## src/rtl/ssd_pkg.sv

```systemverilog
// Shared glyph table, segment constants and converter state encoding for the
// multiplexed seven-segment display controller.
package ssd_pkg;

  localparam logic [6:0] SEG_BLANK = 7'b1111111;
  localparam logic [6:0] SEG_DASH  = 7'b0111111;

  typedef enum logic [1:0] {
    CONV_IDLE,
    CONV_SHIFT,
    CONV_DONE
  } conv_state_t;

  // Active-low {g,f,e,d,c,b,a} pattern for one hex nibble.
  function automatic logic [6:0] seg_glyph(input logic [3:0] v);
    logic [6:0] g;
    case (v)
      4'h0:    g = 7'b1000000;
      4'h1:    g = 7'b1111001;
      4'h2:    g = 7'b0100100;
      4'h3:    g = 7'b0110000;
      4'h4:    g = 7'b0011001;
      4'h5:    g = 7'b0010010;
      4'h6:    g = 7'b0000010;
      4'h7:    g = 7'b1111000;
      4'h8:    g = 7'b0000000;
      4'h9:    g = 7'b0010000;
      4'hA:    g = 7'b0001000;
      4'hB:    g = 7'b0000011;
      4'hC:    g = 7'b1000110;
      4'hD:    g = 7'b0100001;
      4'hE:    g = 7'b0000110;
      default: g = 7'b0001110;
    endcase
    return g;
  endfunction

endpackage

```

## src/rtl/ssd_bin2bcd_seq.sv

```systemverilog
// Sequential binary-to-digit converter: one-bit-per-cycle double-dabble in
// decimal mode, direct nibble split in hex mode; flags values that do not fit.
module ssd_bin2bcd_seq
  import ssd_pkg::*;
#(
  parameter int BIN_W    = 11,
  parameter int N_DIGITS = 4
) (
  input  logic                  clk,
  input  logic                  rst_n,
  input  logic                  start,
  input  logic [BIN_W-1:0]      bin,
  input  logic                  hex,
  output logic                  done,
  output logic [4*N_DIGITS-1:0] digits,
  output logic                  ovf
);

  localparam int DW  = 4 * N_DIGITS;
  localparam int BW  = DW + 4;
  localparam int CNW = $clog2(BIN_W + 1);

  conv_state_t            state, state_nxt;
  logic [BIN_W-1:0]       sr;
  logic [BW-1:0]          bcd, adj;
  logic [BIN_W+DW-1:0]    ext;
  logic [CNW-1:0]         cnt;
  logic                   stk, hx, last;

  assign last = hx || (cnt == CNW'(BIN_W - 1));

  always_ff @(posedge clk or negedge rst_n) begin
    if (!rst_n) state <= CONV_IDLE;
    else        state <= state_nxt;
  end

  always_comb begin
    state_nxt = state;
    case (state)
      CONV_IDLE:  if (start) state_nxt = CONV_SHIFT;
      CONV_SHIFT: if (last)  state_nxt = CONV_DONE;
      CONV_DONE:  state_nxt = CONV_IDLE;
      default:    state_nxt = CONV_IDLE;
    endcase
  end

  // Add-3 on every nibble, including the spare top digit, before each shift.
  always_comb begin
    adj = bcd;
    for (int k = 0; k <= N_DIGITS; k++)
      if (bcd[4*k +: 4] >= 4'd5) adj[4*k +: 4] = bcd[4*k +: 4] + 4'd3;
  end

  always_ff @(posedge clk or negedge rst_n) begin
    if (!rst_n) begin
      sr  <= '0;
      bcd <= '0;
      stk <= 1'b0;
      hx  <= 1'b0;
      cnt <= '0;
    end else if (state == CONV_IDLE && start) begin
      sr  <= bin;
      hx  <= hex;
      bcd <= '0;
      stk <= 1'b0;
      cnt <= '0;
    end else if (state == CONV_SHIFT && !hx) begin
      bcd <= {adj[BW-2:0], sr[BIN_W-1]};
      stk <= stk | adj[BW-1];   // any bit pushed past the spare digit is overflow
      sr  <= sr << 1;
      cnt <= cnt + CNW'(1);
    end
  end

  assign ext    = {{DW{1'b0}}, sr};
  assign done   = (state == CONV_DONE);
  assign digits = hx ? ext[DW-1:0] : bcd[DW-1:0];
  assign ovf    = hx ? |ext[BIN_W+DW-1:DW] : (stk | (|bcd[BW-1:DW]));

endmodule

```

## src/rtl/ssd_mux_ctrl.sv

```systemverilog
// Multiplexed common-anode display driver: scans N_DIGITS digits, converting
// the value sampled at each frame start and showing it on the following frame.
module ssd_mux_ctrl
  import ssd_pkg::*;
#(
  parameter int N_DIGITS = 4,
  parameter int BIN_W    = 11,
  parameter int DIV      = 50000
) (
  input  logic                clk,
  input  logic                rst_n,
  input  logic [BIN_W-1:0]    din,
  input  logic                hex_mode,
  input  logic                blank_lz,
  input  logic [N_DIGITS-1:0] dp_in,
  output logic [N_DIGITS-1:0] an,
  output logic [6:0]          seg,
  output logic                dp,
  output logic                ovf
);

  localparam int CW  = $clog2(DIV);
  localparam int DXW = (N_DIGITS > 1) ? $clog2(N_DIGITS) : 1;

  if (DIV <= BIN_W + 2) begin : g_bad_div
    $error("ssd_mux_ctrl: DIV must exceed BIN_W+2");
  end

  logic [CW-1:0]                 cnt;
  logic [DXW-1:0]                d, d_next;
  logic                          tick, d_last, frame_tick;

  logic                          cap_blz;
  logic [N_DIGITS-1:0]           cap_dp;

  logic                          conv_done, conv_ovf;
  logic [4*N_DIGITS-1:0]         conv_dig;

  logic [N_DIGITS-1:0][3:0]      pend_dig, disp_dig, src_dig;
  logic [N_DIGITS-1:0]           pend_dp, disp_dp, src_dp;
  logic                          pend_ovf, disp_ovf, src_ovf;
  logic                          pend_blz, disp_blz, src_blz;

  logic [N_DIGITS-1:0]           lz, an_nxt;
  logic [6:0]                    seg_nxt;
  logic                          dp_nxt, seen;

  assign tick       = (cnt == CW'(DIV - 1));
  assign d_last     = (d == DXW'(N_DIGITS - 1));
  assign frame_tick = tick & d_last;
  assign d_next     = d_last ? '0 : d + DXW'(1);

  ssd_bin2bcd_seq #(.BIN_W(BIN_W), .N_DIGITS(N_DIGITS)) u_conv (
    .clk    (clk),
    .rst_n  (rst_n),
    .start  (frame_tick),
    .bin    (din),
    .hex    (hex_mode),
    .done   (conv_done),
    .digits (conv_dig),
    .ovf    (conv_ovf)
  );

  // Digit 0 of a new frame must already see the buffer committed on this tick.
  always_comb begin
    src_dig = frame_tick ? pend_dig : disp_dig;
    src_dp  = frame_tick ? pend_dp  : disp_dp;
    src_ovf = frame_tick ? pend_ovf : disp_ovf;
    src_blz = frame_tick ? pend_blz : disp_blz;

    seen = 1'b0;
    lz   = '0;
    for (int i = N_DIGITS - 1; i > 0; i--) begin
      seen  = seen | (src_dig[i] != 4'd0);
      lz[i] = src_blz & ~seen;
    end

    an_nxt         = '1;
    an_nxt[d_next] = 1'b0;
    if (src_ovf)          seg_nxt = SEG_DASH;
    else if (lz[d_next])  seg_nxt = SEG_BLANK;
    else                  seg_nxt = seg_glyph(src_dig[d_next]);
    dp_nxt = src_ovf | ~src_dp[d_next];
  end

  always_ff @(posedge clk or negedge rst_n) begin
    if (!rst_n) begin
      cnt <= '0;
      d   <= DXW'(N_DIGITS - 1);
      an  <= '1;
      seg <= SEG_BLANK;
      dp  <= 1'b1;
      ovf <= 1'b0;
    end else begin
      cnt <= tick ? '0 : cnt + CW'(1);
      if (tick) begin
        d   <= d_next;
        an  <= an_nxt;
        seg <= seg_nxt;
        dp  <= dp_nxt;
      end
      if (frame_tick) ovf <= pend_ovf;
    end
  end

  always_ff @(posedge clk or negedge rst_n) begin
    if (!rst_n) begin
      cap_blz  <= 1'b0;
      cap_dp   <= '0;
      pend_dig <= '0;
      pend_dp  <= '0;
      pend_ovf <= 1'b0;
      pend_blz <= 1'b0;
      disp_dig <= '0;
      disp_dp  <= '0;
      disp_ovf <= 1'b0;
      disp_blz <= 1'b0;
    end else begin
      if (frame_tick) begin
        cap_blz  <= blank_lz;
        cap_dp   <= dp_in;
        disp_dig <= pend_dig;
        disp_dp  <= pend_dp;
        disp_ovf <= pend_ovf;
        disp_blz <= pend_blz;
      end
      if (conv_done) begin
        pend_dig <= conv_dig;
        pend_dp  <= cap_dp;
        pend_ovf <= conv_ovf;
        pend_blz <= cap_blz;
      end
    end
  end

endmodule

```

## config.mk

```make
export PLATFORM = sky130hd
export DESIGN_NAME = ssd_mux_ctrl
export DESIGN_NICKNAME = d
export VERILOG_FILES = /design/src/rtl/ssd_pkg.sv /design/src/rtl/ssd_bin2bcd_seq.sv /design/src/rtl/ssd_mux_ctrl.sv
export SDC_FILE = /design/constraint.sdc
export NUM_CORES = 1
export LEC_CHECK = 0
export ABC_CLOCK_PERIOD_IN_PS = 3850
export BUFFER_PORTS_ARGS = -buffer_cell sky130_fd_sc_hd__buf_2
export CORE_MARGIN = 3
export CORE_UTILIZATION = 50
export CTS_CLUSTER_SIZE = 14
export DETAILED_ROUTE_END_ITERATION = 10
export HOLD_SLACK_MARGIN = 0.03
export PLACE_DENSITY_LB_ADDON = 0.12
export SETUP_SLACK_MARGIN = 0.1
export SLEW_MARGIN = 40
export SYNTH_ARGS = -nofsm -noshare
export SYNTH_HDL_FRONTEND = slang
export SYNTH_HIERARCHICAL = 1
export SYNTH_SLANG_ARGS = --single-unit
export TNS_END_PERCENT = 50
```

## constraint.sdc

```tcl
create_clock -name clk -period 3.85 [get_ports clk]
set_clock_uncertainty 0.2 [all_clocks]
set_input_delay 0.77 -clock clk [delete_from_list [all_inputs] [get_ports clk]]
set_output_delay 0.77 -clock clk [all_outputs]
set_load 0.05 [all_outputs]
```

==> flow_metrics.env <==
export IMPL_netlist_area_leader_share=0.436
export IMPL_htreeDepth=4
export IMPL_die_w_um=116
export IMPL_drt_vias_per_instance=5.63
export IMPL_p_total_mw=2.97
export IMPL_rsz0062_at_grt="no"
export IMPL_cts_hold_buf=0
export IMPL_dp_hpwl_mm=8.70
export IMPL_post_route_cell_area_um2=6990
export IMPL_synthDistinctLibCells=58
export IMPL_leakagePower_nw=3.23
export IMPL_grt_start_max_net_pins=79
export IMPL_status="complete, no violations"
export IMPL_synth_seq_cells=119
export IMPL_worstSetupPathType="reg2reg"
export IMPL_area_growth_pct=15.9
export IMPL_grt_pass1_vias=4529
export IMPL_antenna_found_initial=0
export IMPL_endpoint_kind="register"
export IMPL_slew_headroom=0.456
export IMPL_hold_viol=0
export IMPL_synth_most_common_cell="nand2_1"
export IMPL_setup_viol=0
export IMPL_core_um2=11600
export IMPL_p_int_mw=2.41
export IMPL_period_minus_slack_ns=3.57
export IMPL_clk_pin_slew_worst_paths_ns=0.05
export IMPL_drt_pass1_iter_count=5
export IMPL_gp_congestion=0.809
export IMPL_fin_nets=690
export IMPL_period_share=0.926
export IMPL_antenna_diode_count=0
export IMPL_fmax_mhz=280
export IMPL_netlist_instances=616
export IMPL_tightest_slew_ns=0.810
export IMPL_tritoncts="built"
export IMPL_maxSlewViolCount=0
export IMPL_wl_mm=12.7
export IMPL_cts_root_buf="clkbuf_16"
export IMPL_synth_async_reset_ratio=1.00
export IMPL_postRouteAntennaNets=0
export IMPL_synth_nets=659
export IMPL_synth_area_top_cells="dfrtp_1, nand2_1, dfstp_2"
export IMPL_initial_core_util=0.519
export IMPL_numClockSinks=119
export IMPL_cap_violations=0
export IMPL_worstPathRequired_ns=3.99
export IMPL_netSwitchingFraction=0.189
export IMPL_syn_area_um2=6030
export IMPL_p_per_area_nw_per_um2=425
export IMPL_drtIter0Drc=296
export IMPL_synth_edf_count=0
export IMPL_clock_path_buffers=2
export IMPL_avgSynthCellArea_um2=9.78
export IMPL_synth_top_cell_by_area="dfrtp_1"
export IMPL_drt_drc_violations_left=0
export IMPL_placed_area_um2=6340
export IMPL_route_vias_total=4518
export IMPL_p_clk_frac=0.566
export IMPL_netlist_top_cells_count="nand2_1, dfrtp_1, nand3_1, nor2_1, o21ai_0"
export IMPL_overflow=0
export IMPL_hp_class="in2async"
export IMPL_tns_ns=0
export IMPL_io_buffers=31
export IMPL_die_area_um2=13400
export IMPL_seqPwrFrac=0.422
export IMPL_crit_arrival_ns=3.70
export IMPL_ir_worst_vdd_uv=279
export IMPL_grt_pass1_wl_mm=21.6
export IMPL_p_sw_mw=0.561
export IMPL_yosys_most_used_dff="dfrtp_1"
export IMPL_wl_per_cell_um=15.8
export IMPL_cts_buffers=17
export IMPL_combPwrFrac=0.012
export IMPL_yosysSeqAreaShare=0.497
export IMPL_die_h_um=116
export IMPL_yosysWarnings=6
export IMPL_start_kind="register"
export IMPL_ios=32
export IMPL_num_rows=39
export IMPL_grt_use_total=0.206
export IMPL_path_max_fanout=6
export IMPL_fin_util=0.602
export IMPL_drive_gt1_frac=0.194
export IMPL_clk_latency_ns=0.41
## sequential cells by signal, indices dropped and copies added, names as in the netlist
| name | cells |
|---|---|
| pend_dp | 4 |
| disp_dig | 16 |
| ovf | 1 |
| u_conv/hx | 1 |
| u_conv/stk | 1 |
| seg | 7 |
| pend_dig | 16 |
| u_conv/state | 2 |
| cap_blz | 1 |
| cap_dp | 4 |
| an | 4 |
| disp_dp | 4 |
| d | 2 |
| u_conv/bcd | 20 |
| disp_blz | 1 |
| pend_blz | 1 |
| u_conv/sr | 11 |
| pend_ovf | 1 |
| dp | 1 |
| disp_ovf | 1 |
| u_conv/cnt | 4 |
| cnt | 16 |
## power by group through the flow
stage	combinational [mW]	clock, mW	sequential (mW)
after floorplan	0.000929	0	1.27
after global placement	0.0383	0	1.27
after detailed placement	0.0390	0	1.27
after CTS	0.0390	1.71	1.25
after global routing	0.0429	1.76	1.25
final	0.0368	1.68	1.25
## metal layers
layer  part of all wire  track usage  wire (um)  up-vias
li1                   -            -          -     2195
met1               0.47        0.266       5950     2212
met2               0.48        0.330       6030       94
met3              0.038       0.0569        477       17
met4              0.017       0.0812        214        0
met5                  0            0          0        -
## final timing paths
check | cells after the start | start | endpoint | slack (ns)
max | 10 | cnt[11] | seg[3] | 0.28
min | 1 | rst_n | cnt[5] | 0.18
max reg2reg | 10 | cnt[11] | seg[3] | 0.28
min reg2reg | 2 | disp_dp[0] | disp_dp[0] | 0.27
max in group asynchronous | 2 | rst_n | u_conv/sr[2] | 2.57
min in group clk | 2 | disp_dp[0] | disp_dp[0] | 0.27
## what timing repair did
item,4_1_cts,5_1_grt
hold endpoints to repair,0,0
setup buffers,0,2
gates resized for setup,0,1
endpoints found under the setup margin,0,3
## cells in the final DEF, fill, tap and decap left out, types with 4 or more instances in the layout
cell / count
dfrtp_1: 105
bufinv_16: 4
nand2_1: 118
a22oi_1: 9
xnor2_1: 10
or3_1: 6
a21oi_1: 8
clkbuf_16: 17
mux2_2: 26
xor2_1: 9
o211ai_1: 10
nand3_1: 41
nor2_1: 40
buf_2: 30
o21a_1: 7
nand2b_1: 4
a31oi_1: 6
nor4_1: 4
o31ai_1: 5
nor2b_1: 5
inv_1: 33
dfstp_2: 14
o21ai_0: 35
clkbuf_8: 4
o2111ai_1: 10
mux2i_1: 9
buf_4: 9
nor3_1: 7
ha_1: 24
## logic make-up (layout without fill, tap and decap cells)
logic type,Yosys count,after routing,share of synthesized area
mux,39,39,0.0772
flops,119,119,0.497
xor+xnor,19,19,0.0276
compound gates,106,106,0.119
fa+ha+maj,24,24,0.0498
buf+inv,63,107,0.0426
simple gates,246,246,0.187
## per-stage QoR
step	worst slack, ns	hold slack (ns)	instances
2_1_floorplan	0.335	0.229	616
3_3_place_gp	0.291	0.246	769
3_5_place_dp	0.226	0.252	769
4_1_cts	0.213	0.212	801
5_1_grt	0.133	0.236	803
6_report	0.284	0.183	803
## worst max-delay path, cell delays in order, from the launching register on
cell     delay [ns]
dfrtp_1        0.42
or4_4          0.57
or4_4          0.62
mux2_4         0.33
mux4_2         0.52
inv_2          0.10
ha_1           0.22
inv_1          0.07
mux2i_1        0.07
a31o_1         0.23
a31oi_1        0.13
## cell type report
| cell class | count | area [um2] |
|---|---|---|
| sequential | 119 | 3000 |
| fill | 988 | 4630 |
| clock inverter | 8 | 143 |
| multi-input combinational | 434 | 2800 |
| clock buffer | 24 | 492 |
| timing repair buffer | 41 | 249 |
| tap | 143 | 179 |
| inverter | 34 | 128 |
No activity file was read; power rests on OpenSTA's default activity.
